File: config.mk
export PLATFORM = sky130hd
export DESIGN_NAME = bullet_scheduler
export DESIGN_NICKNAME = d
export VERILOG_FILES = /design/src/rtl/tank_pkg.sv /design/src/rtl/bullet_slot.sv /design/src/rtl/bullet_scheduler.sv
export SDC_FILE = /design/constraint.sdc
export NUM_CORES = 1
export LEC_CHECK = 0
export ABC_CLOCK_PERIOD_IN_PS = 11900
export BUFFER_PORTS_ARGS = -buffer_cell sky130_fd_sc_hd__buf_2
export CORE_ASPECT_RATIO = 2
export CORE_MARGIN = 3
export CORE_UTILIZATION = 35
export CTS_CLUSTER_SIZE = 28
export DETAILED_ROUTE_END_ITERATION = 10
export PLACE_DENSITY_LB_ADDON = 0.2
export SYNTH_ARGS = -nofsm -noshare
export SYNTH_HDL_FRONTEND = slang
export SYNTH_HIERARCHICAL = 1
export SYNTH_SLANG_ARGS = --single-unit
File: constraint.sdc
create_clock -name Clk -period 11.9 [get_ports Clk]
set_input_delay 1.19 -clock Clk [delete_from_list [all_inputs] [get_ports Clk]]
set_output_delay 1.19 -clock Clk [all_outputs]
set_load 0.03 [all_outputs]
File: src/rtl/tank_pkg.sv
// -----------------------------------------------------------------------------
// tank_pkg
// Shared constants and types for the tank game bullet logic: slot count,
// per-tank bullet cap, bullet lifetime, the off-screen park coordinate, the
// visible screen limits and the per-slot record layout.
// -----------------------------------------------------------------------------
package tank_pkg;

    localparam int          NUM_SLOTS    = 6;
    localparam int          MAX_PER_TANK = 3;
    localparam logic [7:0]  LIFETIME     = 8'd240;
    localparam logic [9:0]  PARK         = 10'h3FF;
    localparam logic [9:0]  SCREEN_W     = 10'd640;
    localparam logic [9:0]  SCREEN_H     = 10'd480;

    // One bullet slot. vx/vy are 3-bit two's complement per-frame steps.
    typedef struct packed {
        logic       active;
        logic       owner;
        logic [9:0] x;
        logic [9:0] y;
        logic [2:0] vx;
        logic [2:0] vy;
        logic [7:0] life;
    } slot_t;

    // Advance a 10-bit coordinate by a sign-extended 3-bit step, modulo 2^10.
    function automatic logic [9:0] step_pos(input logic [9:0] pos, input logic [2:0] v);
        return pos + {{7{v[2]}}, v};
    endfunction

endpackage

File: src/rtl/bullet_slot.sv
// -----------------------------------------------------------------------------
// bullet_slot
// Registers and update logic for a single bullet slot: allocation load,
// per-frame movement, lifetime expiry, off-screen expiry and kill.
// An inactive slot always holds PARK_POS in x/y so its position outputs keep
// the bullet off-screen without extra muxing.
//
// Ports
//   Clk, Reset            clock, asynchronous active-high reset
//   frame_tick            one-cycle pulse per video frame
//   alloc                 load a new bullet this cycle (slot is free)
//   alloc_owner           0 = tank 1, 1 = tank 2
//   alloc_x/y, alloc_vx/vy spawn position and velocity
//   kill                  hit pulse, frees the slot if active
//   active, owner         registered slot state
//   pos_x, pos_y          registered bullet position (PARK_POS when free)
//   active_nxt, owner_nxt next-state view, used for registered counts
// -----------------------------------------------------------------------------
module bullet_slot
    import tank_pkg::*;
#(
    parameter logic [7:0] LIFE_INIT = 8'd240,
    parameter logic [9:0] PARK_POS  = 10'h3FF
) (
    input  logic       Clk,
    input  logic       Reset,
    input  logic       frame_tick,
    input  logic       alloc,
    input  logic       alloc_owner,
    input  logic [9:0] alloc_x,
    input  logic [9:0] alloc_y,
    input  logic [2:0] alloc_vx,
    input  logic [2:0] alloc_vy,
    input  logic       kill,
    output logic       active,
    output logic       owner,
    output logic [9:0] pos_x,
    output logic [9:0] pos_y,
    output logic       active_nxt,
    output logic       owner_nxt
);

    slot_t      slot_r;
    slot_t      slot_nxt_s;
    slot_t      parked_s;
    logic [9:0] nx_s;
    logic [9:0] ny_s;

    // Next-state: allocation wins, then kill (no movement), then frame update.
    always_comb begin
        parked_s        = '{active: 1'b0, owner: 1'b0, x: PARK_POS, y: PARK_POS,
                            vx: 3'd0, vy: 3'd0, life: 8'd0};
        nx_s            = step_pos(slot_r.x, slot_r.vx);
        ny_s            = step_pos(slot_r.y, slot_r.vy);
        slot_nxt_s      = slot_r;
        if (alloc) begin
            slot_nxt_s.active = 1'b1;
            slot_nxt_s.owner  = alloc_owner;
            slot_nxt_s.x      = alloc_x;
            slot_nxt_s.y      = alloc_y;
            slot_nxt_s.vx     = alloc_vx;
            slot_nxt_s.vy     = alloc_vy;
            slot_nxt_s.life   = LIFE_INIT;
        end else if (slot_r.active && kill) begin
            slot_nxt_s = parked_s;
        end else if (slot_r.active && frame_tick) begin
            // Freed on the tick that would reach life 0 or leave the screen;
            // a negative wrap lands at >= 1020, so it is caught by the same test.
            if ((slot_r.life == 8'd1) || (nx_s >= SCREEN_W) || (ny_s >= SCREEN_H)) begin
                slot_nxt_s = parked_s;
            end else begin
                slot_nxt_s.x    = nx_s;
                slot_nxt_s.y    = ny_s;
                slot_nxt_s.life = slot_r.life - 8'd1;
            end
        end else begin
            slot_nxt_s = slot_r;
        end
    end

    // Slot state register.
    always_ff @(posedge Clk or posedge Reset) begin
        if (Reset) begin
            slot_r <= '{active: 1'b0, owner: 1'b0, x: PARK_POS, y: PARK_POS,
                        vx: 3'd0, vy: 3'd0, life: 8'd0};
        end else begin
            slot_r <= slot_nxt_s;
        end
    end

    assign active     = slot_r.active;
    assign owner      = slot_r.owner;
    assign pos_x      = slot_r.x;
    assign pos_y      = slot_r.y;
    assign active_nxt = slot_nxt_s.active;
    assign owner_nxt  = slot_nxt_s.owner;

endmodule

File: src/rtl/bullet_scheduler.sv
// -----------------------------------------------------------------------------
// bullet_scheduler
// Shares NUM_SLOTS bullet slots between two tanks. Rising fire edges set a
// one-deep pending flag per tank; each cycle at most one pending tank is
// granted the lowest free slot, with round-robin only when both are eligible.
// Requests from a tank at its cap, or with no free slot, are dropped.
// The b*x/b*y port list is fixed at six slots.
//
// Ports
//   Clk, Reset              clock, asynchronous active-high reset
//   frame_tick              one-cycle pulse per video frame
//   fire1, fire2            fire key levels (tank 1 red, tank 2 green)
//   t1gx..t2gy              gun-tip spawn coordinates
//   t1vx..t2vy              signed per-frame velocity, sampled at grant
//   kill                    per-slot hit pulse
//   b1x..b6x, b1y..b6y      bullet positions (PARK when slot inactive)
//   slot_active, slot_owner slot occupancy and owner (1 = tank 2)
//   grant1, grant2          one-cycle allocation pulse
//   count1, count2          active bullets per tank
// -----------------------------------------------------------------------------
module bullet_scheduler #(
    parameter int         NUM_SLOTS    = tank_pkg::NUM_SLOTS,
    parameter int         MAX_PER_TANK = tank_pkg::MAX_PER_TANK,
    parameter logic [7:0] LIFETIME     = tank_pkg::LIFETIME,
    parameter logic [9:0] PARK         = tank_pkg::PARK
) (
    input  logic        Clk,
    input  logic        Reset,
    input  logic        frame_tick,
    input  logic        fire1,
    input  logic        fire2,
    input  logic [9:0]  t1gx,
    input  logic [9:0]  t1gy,
    input  logic [9:0]  t2gx,
    input  logic [9:0]  t2gy,
    input  logic [2:0]  t1vx,
    input  logic [2:0]  t1vy,
    input  logic [2:0]  t2vx,
    input  logic [2:0]  t2vy,
    input  logic [5:0]  kill,
    output logic [9:0]  b1x,
    output logic [9:0]  b2x,
    output logic [9:0]  b3x,
    output logic [9:0]  b4x,
    output logic [9:0]  b5x,
    output logic [9:0]  b6x,
    output logic [9:0]  b1y,
    output logic [9:0]  b2y,
    output logic [9:0]  b3y,
    output logic [9:0]  b4y,
    output logic [9:0]  b5y,
    output logic [9:0]  b6y,
    output logic [5:0]  slot_active,
    output logic [5:0]  slot_owner,
    output logic        grant1,
    output logic        grant2,
    output logic [1:0]  count1,
    output logic [1:0]  count2
);

    localparam int         IDX_W = $clog2(NUM_SLOTS);
    localparam logic [1:0] CAP   = 2'(MAX_PER_TANK);

    logic                 prev1_r, prev2_r;
    logic                 pend1_r, pend2_r;
    logic                 prio_r;            // 0 favours tank 1, 1 favours tank 2
    logic                 grant1_r, grant2_r;
    logic [1:0]           count1_r, count2_r;

    logic                 edge1_s, edge2_s;
    logic                 elig1_s, elig2_s;
    logic                 gnt1_s, gnt2_s;
    logic                 prio_nxt_s;
    logic                 pend1_nxt_s, pend2_nxt_s;
    logic                 any_free_s;
    logic [IDX_W-1:0]     free_idx_s;
    logic [NUM_SLOTS-1:0] alloc_s;
    logic [9:0]           alloc_x_s, alloc_y_s;
    logic [2:0]           alloc_vx_s, alloc_vy_s;
    logic [1:0]           cnt1_s, cnt2_s;

    logic [NUM_SLOTS-1:0] act_s, own_s, act_nxt_s, own_nxt_s;
    logic [9:0]           x_s [NUM_SLOTS];
    logic [9:0]           y_s [NUM_SLOTS];

    assign edge1_s = fire1 & ~prev1_r;
    assign edge2_s = fire2 & ~prev2_r;

    // Lowest-index free slot; uses registered occupancy so a slot freed this
    // cycle only becomes allocatable in the next one.
    always_comb begin
        any_free_s = |(~act_s);
        free_idx_s = {IDX_W{1'b0}};
        for (int i = NUM_SLOTS - 1; i >= 0; i--) begin
            if (!act_s[i]) begin
                free_idx_s = IDX_W'(i);
            end else begin
                free_idx_s = free_idx_s;
            end
        end
    end

    // Arbitration: round-robin only on contest, pending drop when ineligible.
    always_comb begin
        elig1_s    = pend1_r && (count1_r < CAP) && any_free_s;
        elig2_s    = pend2_r && (count2_r < CAP) && any_free_s;
        gnt1_s     = 1'b0;
        gnt2_s     = 1'b0;
        prio_nxt_s = prio_r;
        case ({elig1_s, elig2_s})
            2'b11: begin
                if (prio_r == 1'b0) begin
                    gnt1_s     = 1'b1;
                    prio_nxt_s = 1'b1;
                end else begin
                    gnt2_s     = 1'b1;
                    prio_nxt_s = 1'b0;
                end
            end
            2'b10:   gnt1_s = 1'b1;
            2'b01:   gnt2_s = 1'b1;
            default: begin
                gnt1_s = 1'b0;
                gnt2_s = 1'b0;
            end
        endcase

        // A pending tank that lost the contest stays pending; edges while
        // pending are absorbed.
        if (pend1_r) begin
            pend1_nxt_s = !(gnt1_s || !elig1_s);
        end else begin
            pend1_nxt_s = edge1_s;
        end
        if (pend2_r) begin
            pend2_nxt_s = !(gnt2_s || !elig2_s);
        end else begin
            pend2_nxt_s = edge2_s;
        end
    end

    // Allocation payload and one-hot slot select.
    always_comb begin
        alloc_x_s  = gnt2_s ? t2gx : t1gx;
        alloc_y_s  = gnt2_s ? t2gy : t1gy;
        alloc_vx_s = gnt2_s ? t2vx : t1vx;
        alloc_vy_s = gnt2_s ? t2vy : t1vy;
        for (int i = 0; i < NUM_SLOTS; i++) begin
            alloc_s[i] = (gnt1_s || gnt2_s) && (free_idx_s == IDX_W'(i));
        end
    end

    // Per-owner population of next-state occupancy, so counts track slots.
    always_comb begin
        cnt1_s = 2'd0;
        cnt2_s = 2'd0;
        for (int i = 0; i < NUM_SLOTS; i++) begin
            cnt1_s = cnt1_s + {1'b0, act_nxt_s[i] & ~own_nxt_s[i]};
            cnt2_s = cnt2_s + {1'b0, act_nxt_s[i] &  own_nxt_s[i]};
        end
    end

    // Scheduler state registers.
    always_ff @(posedge Clk or posedge Reset) begin
        if (Reset) begin
            prev1_r  <= 1'b0;
            prev2_r  <= 1'b0;
            pend1_r  <= 1'b0;
            pend2_r  <= 1'b0;
            prio_r   <= 1'b0;
            grant1_r <= 1'b0;
            grant2_r <= 1'b0;
            count1_r <= 2'd0;
            count2_r <= 2'd0;
        end else begin
            prev1_r  <= fire1;
            prev2_r  <= fire2;
            pend1_r  <= pend1_nxt_s;
            pend2_r  <= pend2_nxt_s;
            prio_r   <= prio_nxt_s;
            grant1_r <= gnt1_s;
            grant2_r <= gnt2_s;
            count1_r <= cnt1_s;
            count2_r <= cnt2_s;
        end
    end

    for (genvar g = 0; g < NUM_SLOTS; g++) begin : g_slot
        bullet_slot #(
            .LIFE_INIT (LIFETIME),
            .PARK_POS  (PARK)
        ) u_slot (
            .Clk         (Clk),
            .Reset       (Reset),
            .frame_tick  (frame_tick),
            .alloc       (alloc_s[g]),
            .alloc_owner (gnt2_s),
            .alloc_x     (alloc_x_s),
            .alloc_y     (alloc_y_s),
            .alloc_vx    (alloc_vx_s),
            .alloc_vy    (alloc_vy_s),
            .kill        (kill[g]),
            .active      (act_s[g]),
            .owner       (own_s[g]),
            .pos_x       (x_s[g]),
            .pos_y       (y_s[g]),
            .active_nxt  (act_nxt_s[g]),
            .owner_nxt   (own_nxt_s[g])
        );
    end

    assign slot_active = act_s;
    assign slot_owner  = own_s;
    assign grant1      = grant1_r;
    assign grant2      = grant2_r;
    assign count1      = count1_r;
    assign count2      = count2_r;
    assign b1x = x_s[0];
    assign b2x = x_s[1];
    assign b3x = x_s[2];
    assign b4x = x_s[3];
    assign b5x = x_s[4];
    assign b6x = x_s[5];
    assign b1y = y_s[0];
    assign b2y = y_s[1];
    assign b3y = y_s[2];
    assign b4y = y_s[3];
    assign b5y = y_s[4];
    assign b6y = y_s[5];

endmodule

Word-level counts from Yosys, hierarchy flattened --
Index checks and enable logic that the tools add are counted.
Cells by class: order comparisons 14, bitwise operators 23, $mul 0, divide/modulo/power cells 0, add/subtract/negate cells 28, equality and inequality tests 14, shift operators 0, reductions and logical operators 61, mux-type cells 58
Operators with widths (count):
- two-way mux 36 bit | 18
- adder 10 bit | 12
- two-way mux 20 bit | 6
- greater-or-equal comparator 10 bit (second input constant) | 6
- greater-or-equal comparator 10 x 9 -> 1 bit (second input constant) | 6
- equality test 8 x 1 -> 1 bit (second input constant) | 6
- two-way mux 8 bit | 6
- subtractor 8 x 1 -> 8 bit (second input constant) | 6
- two-way mux 6 bit | 6
- nonzero test 3 bit | 12
- two-way mux 3 bit | 8
- logical AND 1 bit | 22
- two-way mux 10 bit | 2
- adder 2 x 1 -> 2 bit | 8
- logical OR 1 bit | 15
- bitwise AND 1 bit | 14
- two-way mux 2 bit | 6
- AND reduction 2 bit | 6
- NOT 1 bit | 8
- equality test 3 x 2 -> 1 bit (second input constant) | 2
- equality test 3 bit (second input constant) | 2
- NOT 6 bit | 1
- OR reduction 6 bit | 1
- adder 1 x 1 -> 2 bit | 2
- other kinds (8) | 17
Word-level totals: bits in latches 0, input bits 63, memories 0, bits in read-only memories 0, flip-flop bits (word level) 227, memory bits (writable) 0

Longest topological paths before layout --
depth after elaboration 16, gate-level depth with buffers 19, mapped depth without buffers 18

Modules after synthesis --
Netlist, hierarchy kept.
By module, submodules not included:
- bullet_slot (g_slot[1].u_slot ...) | times used 3, area each 2977.9 µm², cells each 337, seq. area each 925.9 µm²
- bullet_slot (g_slot[4].u_slot ...) | times used 2, area each 2791.4 µm², cells each 327, seq. area each 925.9 µm²
- bullet_slot (g_slot[0].u_slot) | times used 1, area each 2696.3 µm², cells each 294, seq. area each 925.9 µm²
- bullet_scheduler | times used 1, area each 1088.5 µm², cells each 96, seq. area each 275.3 µm²

Worst setup path after synthesis --
No wires, ideal clock.
kind register to register, from register g_slot[0].u_slot.slot_r, in the netlist g_slot[0].u_slot/pos_y[0], to register count2_r[1] (netlist: count2[1]), clock period less this slack 4.227 ns, arrival 4.105 ns, stages on the path, launching flop included 19, buffers on the path 0, slack 7.673 ns, data required time 11.777 ns, setup time 0.123 ns, cell sequence dfstp_2 ha_1 inv_1 fa_1 inv_1 a21oi_1 o21a_1 o311ai_0 a41oi_2 o21ai_4 a31oi_4 a22o_1 nand2_1 fa_1 inv_1 fa_1 ha_1 xor2_1 xnor2_1
Between the ends: word-level cells in the longest chain between the ends 13
RTL lines:
- from (decl) | RTL line bullet_slot.sv:43 | slot_t slot_r;
- from (signal assigned) | RTL line bullet_slot.sv:84 | slot_r <= '{active: 1'b0, owner: 1'b0, x: PARK_POS, y: PARK_POS,
- from (signal assigned) | RTL line bullet_slot.sv:87 | slot_r <= slot_nxt_s;
- adder 10 bit | RTL line tank_pkg.sv:29 | return pos + {{7{v[2]}}, v};
- greater-or-equal comparator 10 x 9 -> 1 bit | RTL line bullet_slot.sv:69 | if ((slot_r.life == 8'd1) || (nx_s >= SCREEN_W) || (ny_s >= SCREEN_H)) begin
- logical OR 1 bit | RTL line bullet_slot.sv:69
- two-way mux 2 bit | RTL line bullet_slot.sv:69
- two-way mux 36 bit | RTL line bullet_slot.sv:66 | end else if (slot_r.active && frame_tick) begin
- two-way mux 36 bit | RTL line bullet_slot.sv:64 | end else if (slot_r.active && kill) begin
- two-way mux 36 bit | RTL line bullet_slot.sv:56 | if (alloc) begin
- named net own_nxt_s[0] | RTL line bullet_scheduler.sv:82 | logic [NUM_SLOTS-1:0] act_s, own_s, act_nxt_s, own_nxt_s;
- bitwise AND 1 bit | RTL line bullet_scheduler.sv:159 | cnt2_s = cnt2_s + {1'b0, act_nxt_s[i] & own_nxt_s[i]};
- adder 1 x 1 -> 2 bit | RTL line bullet_scheduler.sv:159
- adder 2 x 1 -> 2 bit (4 in series) | RTL line bullet_scheduler.sv:159
- named net cnt2_s[1] | RTL line bullet_scheduler.sv:80 | logic [1:0] cnt1_s, cnt2_s;
- to (signal assigned) | RTL line bullet_scheduler.sv:184 | count2_r <= cnt2_s;
- to (decl) | RTL line bullet_scheduler.sv:68 | logic [1:0] count1_r, count2_r;
The timed path passes the listed nets, and every way through them passes these cells. The select of a mux whose other input is x is not followed. A chain may end at the register's enable or synchronous reset.

Worst setup path in the final report --
from register g_slot[2].u_slot.slot_r, in the netlist g_slot[2].u_slot/pos_x[0], to register count1_r[1] (netlist: count1[1])
Between the ends: word-level cells in the longest chain between the ends 14
RTL lines:
- from (decl) | RTL line bullet_slot.sv:43
- from (signal assigned) | RTL line bullet_slot.sv:84
- from (signal assigned) | RTL line bullet_slot.sv:87
- adder 10 bit | RTL line tank_pkg.sv:29
- greater-or-equal comparator 10 bit | RTL line bullet_slot.sv:69
- logical OR 1 bit (2 in series) | RTL line bullet_slot.sv:69
- two-way mux 2 bit | RTL line bullet_slot.sv:69
- two-way mux 36 bit | RTL line bullet_slot.sv:66
- two-way mux 36 bit | RTL line bullet_slot.sv:64
- two-way mux 36 bit | RTL line bullet_slot.sv:56
- named net own_nxt_s[2] | RTL line bullet_scheduler.sv:82
- NOT 1 bit | RTL line bullet_scheduler.sv:158 | cnt1_s = cnt1_s + {1'b0, act_nxt_s[i] & ~own_nxt_s[i]};
- bitwise AND 1 bit | RTL line bullet_scheduler.sv:158
- adder 2 x 1 -> 2 bit (4 in series) | RTL line bullet_scheduler.sv:158
- named net cnt1_s[1] | RTL line bullet_scheduler.sv:80
- to (signal assigned) | RTL line bullet_scheduler.sv:183 | count1_r <= cnt1_s;
- to (decl) | RTL line bullet_scheduler.sv:68
The timed path passes the listed nets, and every way through them passes these cells. The select of a mux whose other input is x is not followed.

==> impl_metrics.ini <==
[power]
combPwrFrac_pct = 57.3
vdd_drop_max_mv = 0.229
p_seq_share_pct = 26.8
switching_power_mw = 2.23
power_switching_share_pct = 48.1
clockPowerShare_pct = 15.9
fin_total_pwr_mw = 4.64
intPower_mw = 2.41
p_leak_nw = 8.75
power_density_mw_per_mm2 = 236

[clock_tree]
clock-sinks = 227
clk_latency_ps = 540
cts_buffers = 23
clock-root-buffer = clkbuf_16
holdBufCountCts = 0
clkSlewWorstSetupHoldPaths_ps = 60
post_cts_resized = 0
cts_tree = built
cts_max_path_buffers = 3
postCtsSetupBuffers = 0
h-tree-depth = 1

[synthesis]
synthesis.nets = 2256
netlist_top_cells_count = a21oi_1 (177), nor2_1 (157), o21ai_0 (142)
ys_async_sr_fraction_pct = 100
synth_top_family_by_area = compound AO/OA/AOI/OAI gates
synth.cell_area_mm2 = 0.0183
ys_top_cells_by_area = dfstp_2 (17%), dfrtp_1 (15%), ha_1 (8.3%), buf_4 (4.9%), a21oi_1 (4.8%)
synth_mux_area_share_pct = 2.22
post_synth_fa_ha_maj_area_fraction_pct = 10.1
synth-edff-count = 0
ys.warnings.count = 6
synth.top_cell.area_share_pct = 17.2
synth_flop_cell = dfstp_2
ys_ff_latch = 227
synth-compound-area-share_pct = 24.4
synth_most_common_cell = a21oi_1
ys_types = 93
synth_area_leader_cell = dfstp_2
yosysSeqAreaShare_pct = 31.9
synthXorXnorAreaFrac_pct = 4.21
synth_cells = 2055
syn_avg_cell_area_um2 = 8.91
synthSimpleGateAreaFrac_pct = 17.3

[worst_setup_path]
path_cells = ha_1 > inv_1 > fa_1 > nor2b_1 > o211ai_1 > o2bb2ai_1 > xnor2_1 > a2bb2oi_4 > o31ai_4 > a22o_1 > nand2b_1 > fa_1 > inv_1 > fa_1 > ha_1 > xor2_1 > xnor2_1
critPathRequiredTime_ps = 12340
crit_top_cell = fa_1
critPathSlowestCell = a2bb2oi_4
critical_path_class = reg -> reg
cpPeakStageDelay_ps = 650
arrival_ps = 5510
cp-start-kind = register
rrSetupSlack_ps = 6830
crit_fanout = 28
end_kind = register

[min_path]
holdCritPathClass = reg -> reg

[floorplanning]
start_util_pct = 35.6
die_w_um = 168
coreArea_mm2 = 0.0514
chipHeight_um = 329
num_rows = 117
ios = 201
dieArea_mm2 = 0.0552

[timing]
setup_viol = 0
maxSlewHeadroom_pct = 18.1
timing.final.ws_setup_ps = 6830
fin_crit_sh_pct = 42.6
maxSlewViolCount = 0
min_period_ps = 5070
tns_ps = 0
rsz0062_at_grt = false
finalClockSkew_ps = 14.9
fmax_mhz = 197
worst_pin_slew_ps = 1220
hold_viol_final = 0

[cells_and_area]
synthToLayoutAreaGrowth_pct = 7.21
design_area_mm2 = 0.0196
fin_nets = 2291
drive_gt1_share_pct = 22.8
finalCoreUtilization_pct = 38.2

[place]
portBuffers = 200
preCtsSetupSlack_ps = 6880
dp_hpwl_mm = 46.2
globalplace.congestion = 0.888
placed_cell_area_mm2 = 0.0189

[detailed_routing]
antenna_left = 0
vias_per_cell = 5.78
drt-wirelength-per-cell_um = 22.9
drt_first_pass_iters = 8
num_vias = 16000
drc_errors = 0
wirelength_mm = 63.3
first_iter_violations = 1176

[job]
max_cap_viol_count = 0

[grt]
gr-total-overflow = 0
grt_pass1_wl_mm = 96.9
antenna_found_initial = 2
grt_max_degree = 57
grtUsageTotal_pct = 22.4
grt_pass1_vias = 16200

[outcome]
status = completed
-- cell usage in the layout, fill, tap and decap left out, types with 10 or more instances in the layout --
master,Yosys,final
buf_2,18,200
a21oi_1,177,176
nor2_1,157,157
o21ai_0,142,142
nand2_1,137,137
ha_1,122,122
dfstp_2,120,120
dfrtp_1,107,107
inv_1,103,103
nor4_1,57,57
a22o_1,49,49
xnor2_1,48,48
xor2_1,40,40
nand3_1,38,38
nor3_1,36,35
a21o_1,29,29
nand2b_1,27,27
nor2b_1,26,26
o22ai_1,24,24
clkbuf_16,0,23
or3_1,22,22
buf_4,120,22
o21a_1,20,20
nand4_1,19,19
mux2_4,19,19
o31ai_1,18,18
fa_1,16,16
and3_1,14,14
or2_2,13,13
a31oi_1,12,12
nor4b_1,12,12
o41ai_1,12,12
o211ai_1,11,11
a21boi_0,10,10
a211oi_1,10,10
and4_1,10,10
a41oi_1,10,10
-- kinds of logic (layout without fill, tap and decap cells) --
group	Yosys count	in the layout
muxes	30	30
and+or+nand+nor	612	612
AOI/OAI and AO/OA	643	643
xor gates and xnor gates	88	88
other	0	1
buffers and inverters	317	368
DFF	227	227
adders and majority gates	138	138
-- critical path: cells and delay by family (launching register included) --
| family | cells | cell delay (ps) |
|---|---|---|
| adder cells (fa/ha/maj) | 5 | 1780 |
| flip-flops | 1 | 550 |
| buffers and inverters | 2 | 120 |
| AND/OR/NAND/NOR | 2 | 430 |
| AO/OA/AOI/OAI | 5 | 1430 |
| XOR/XNOR | 3 | 640 |
-- per-stage QoR --
step | cells | hold slack (ps)
after floorplan | 2055 | 409
after global placement | 2719 | 414
after detailed placement | 2719 | 424
after CTS | 2760 | 435
after global routing | 2760 | 466
final | 2761 | 431
-- power groups by stage --
stage | Combinational (mW) | Sequential, mW | Clock [mW]
final | 2.66 | 1.24 | 0.737
after global routing | 2.91 | 1.27 | 0.790
after CTS | 2.66 | 1.24 | 0.763
after detailed placement | 2.64 | 1.26 | 0
after global placement | 2.61 | 1.25 | 0
after floorplan | 2.18 | 1.19 | 0
-- layer usage --
layer	track usage, %	up-vias	part of all wire (%)
met5	0	-	0
met4	9.40	0	4.6
met3	3.79	126	5.4
met2	40.2	489	50
met1	26.2	7869	40
li1	-	7488	-
-- area by class of cell --
type	count	area (µm²)
timing repair buffer	222	1170
sequential	227	5830
multi-input combinational	1511	10700
antenna	1	2.50
clock buffer	35	691
inverter	105	394
fill	5170	31800
clock inverter	6	37.5
tap	654	818
-- registers in the layout (all words and copies together), names as in the netlist --
register and flops:
grant1 1, count1 2, g_slot.u_slot/pos_x 60, prev2_r 1, count2 2, g_slot.u_slot/active 6
prev1_r 1, g_slot.u_slot/slot_r 84, g_slot.u_slot/pos_y 60, g_slot.u_slot/owner 6, pend2_r 1, prio_r 1
pend1_r 1, grant2 1
-- final timing paths --
check | start | end | depth (start not counted)
worst min-delay path | prev2_r | pend2_r | 1
worst max-delay path | g_slot[2].u_slot/pos_x[0] | count1[1] | 17
worst max register to register | g_slot[2].u_slot/pos_x[0] | count1[1] | 17
max in group asynchronous | Reset | g_slot[4].u_slot/pos_x[6] | 3
worst min register to register | prev2_r | pend2_r | 1
min in group asynchronous | Reset | g_slot[4].u_slot/slot_r[5] | 2
Note: power is estimated with default switching activity, not from simulation.
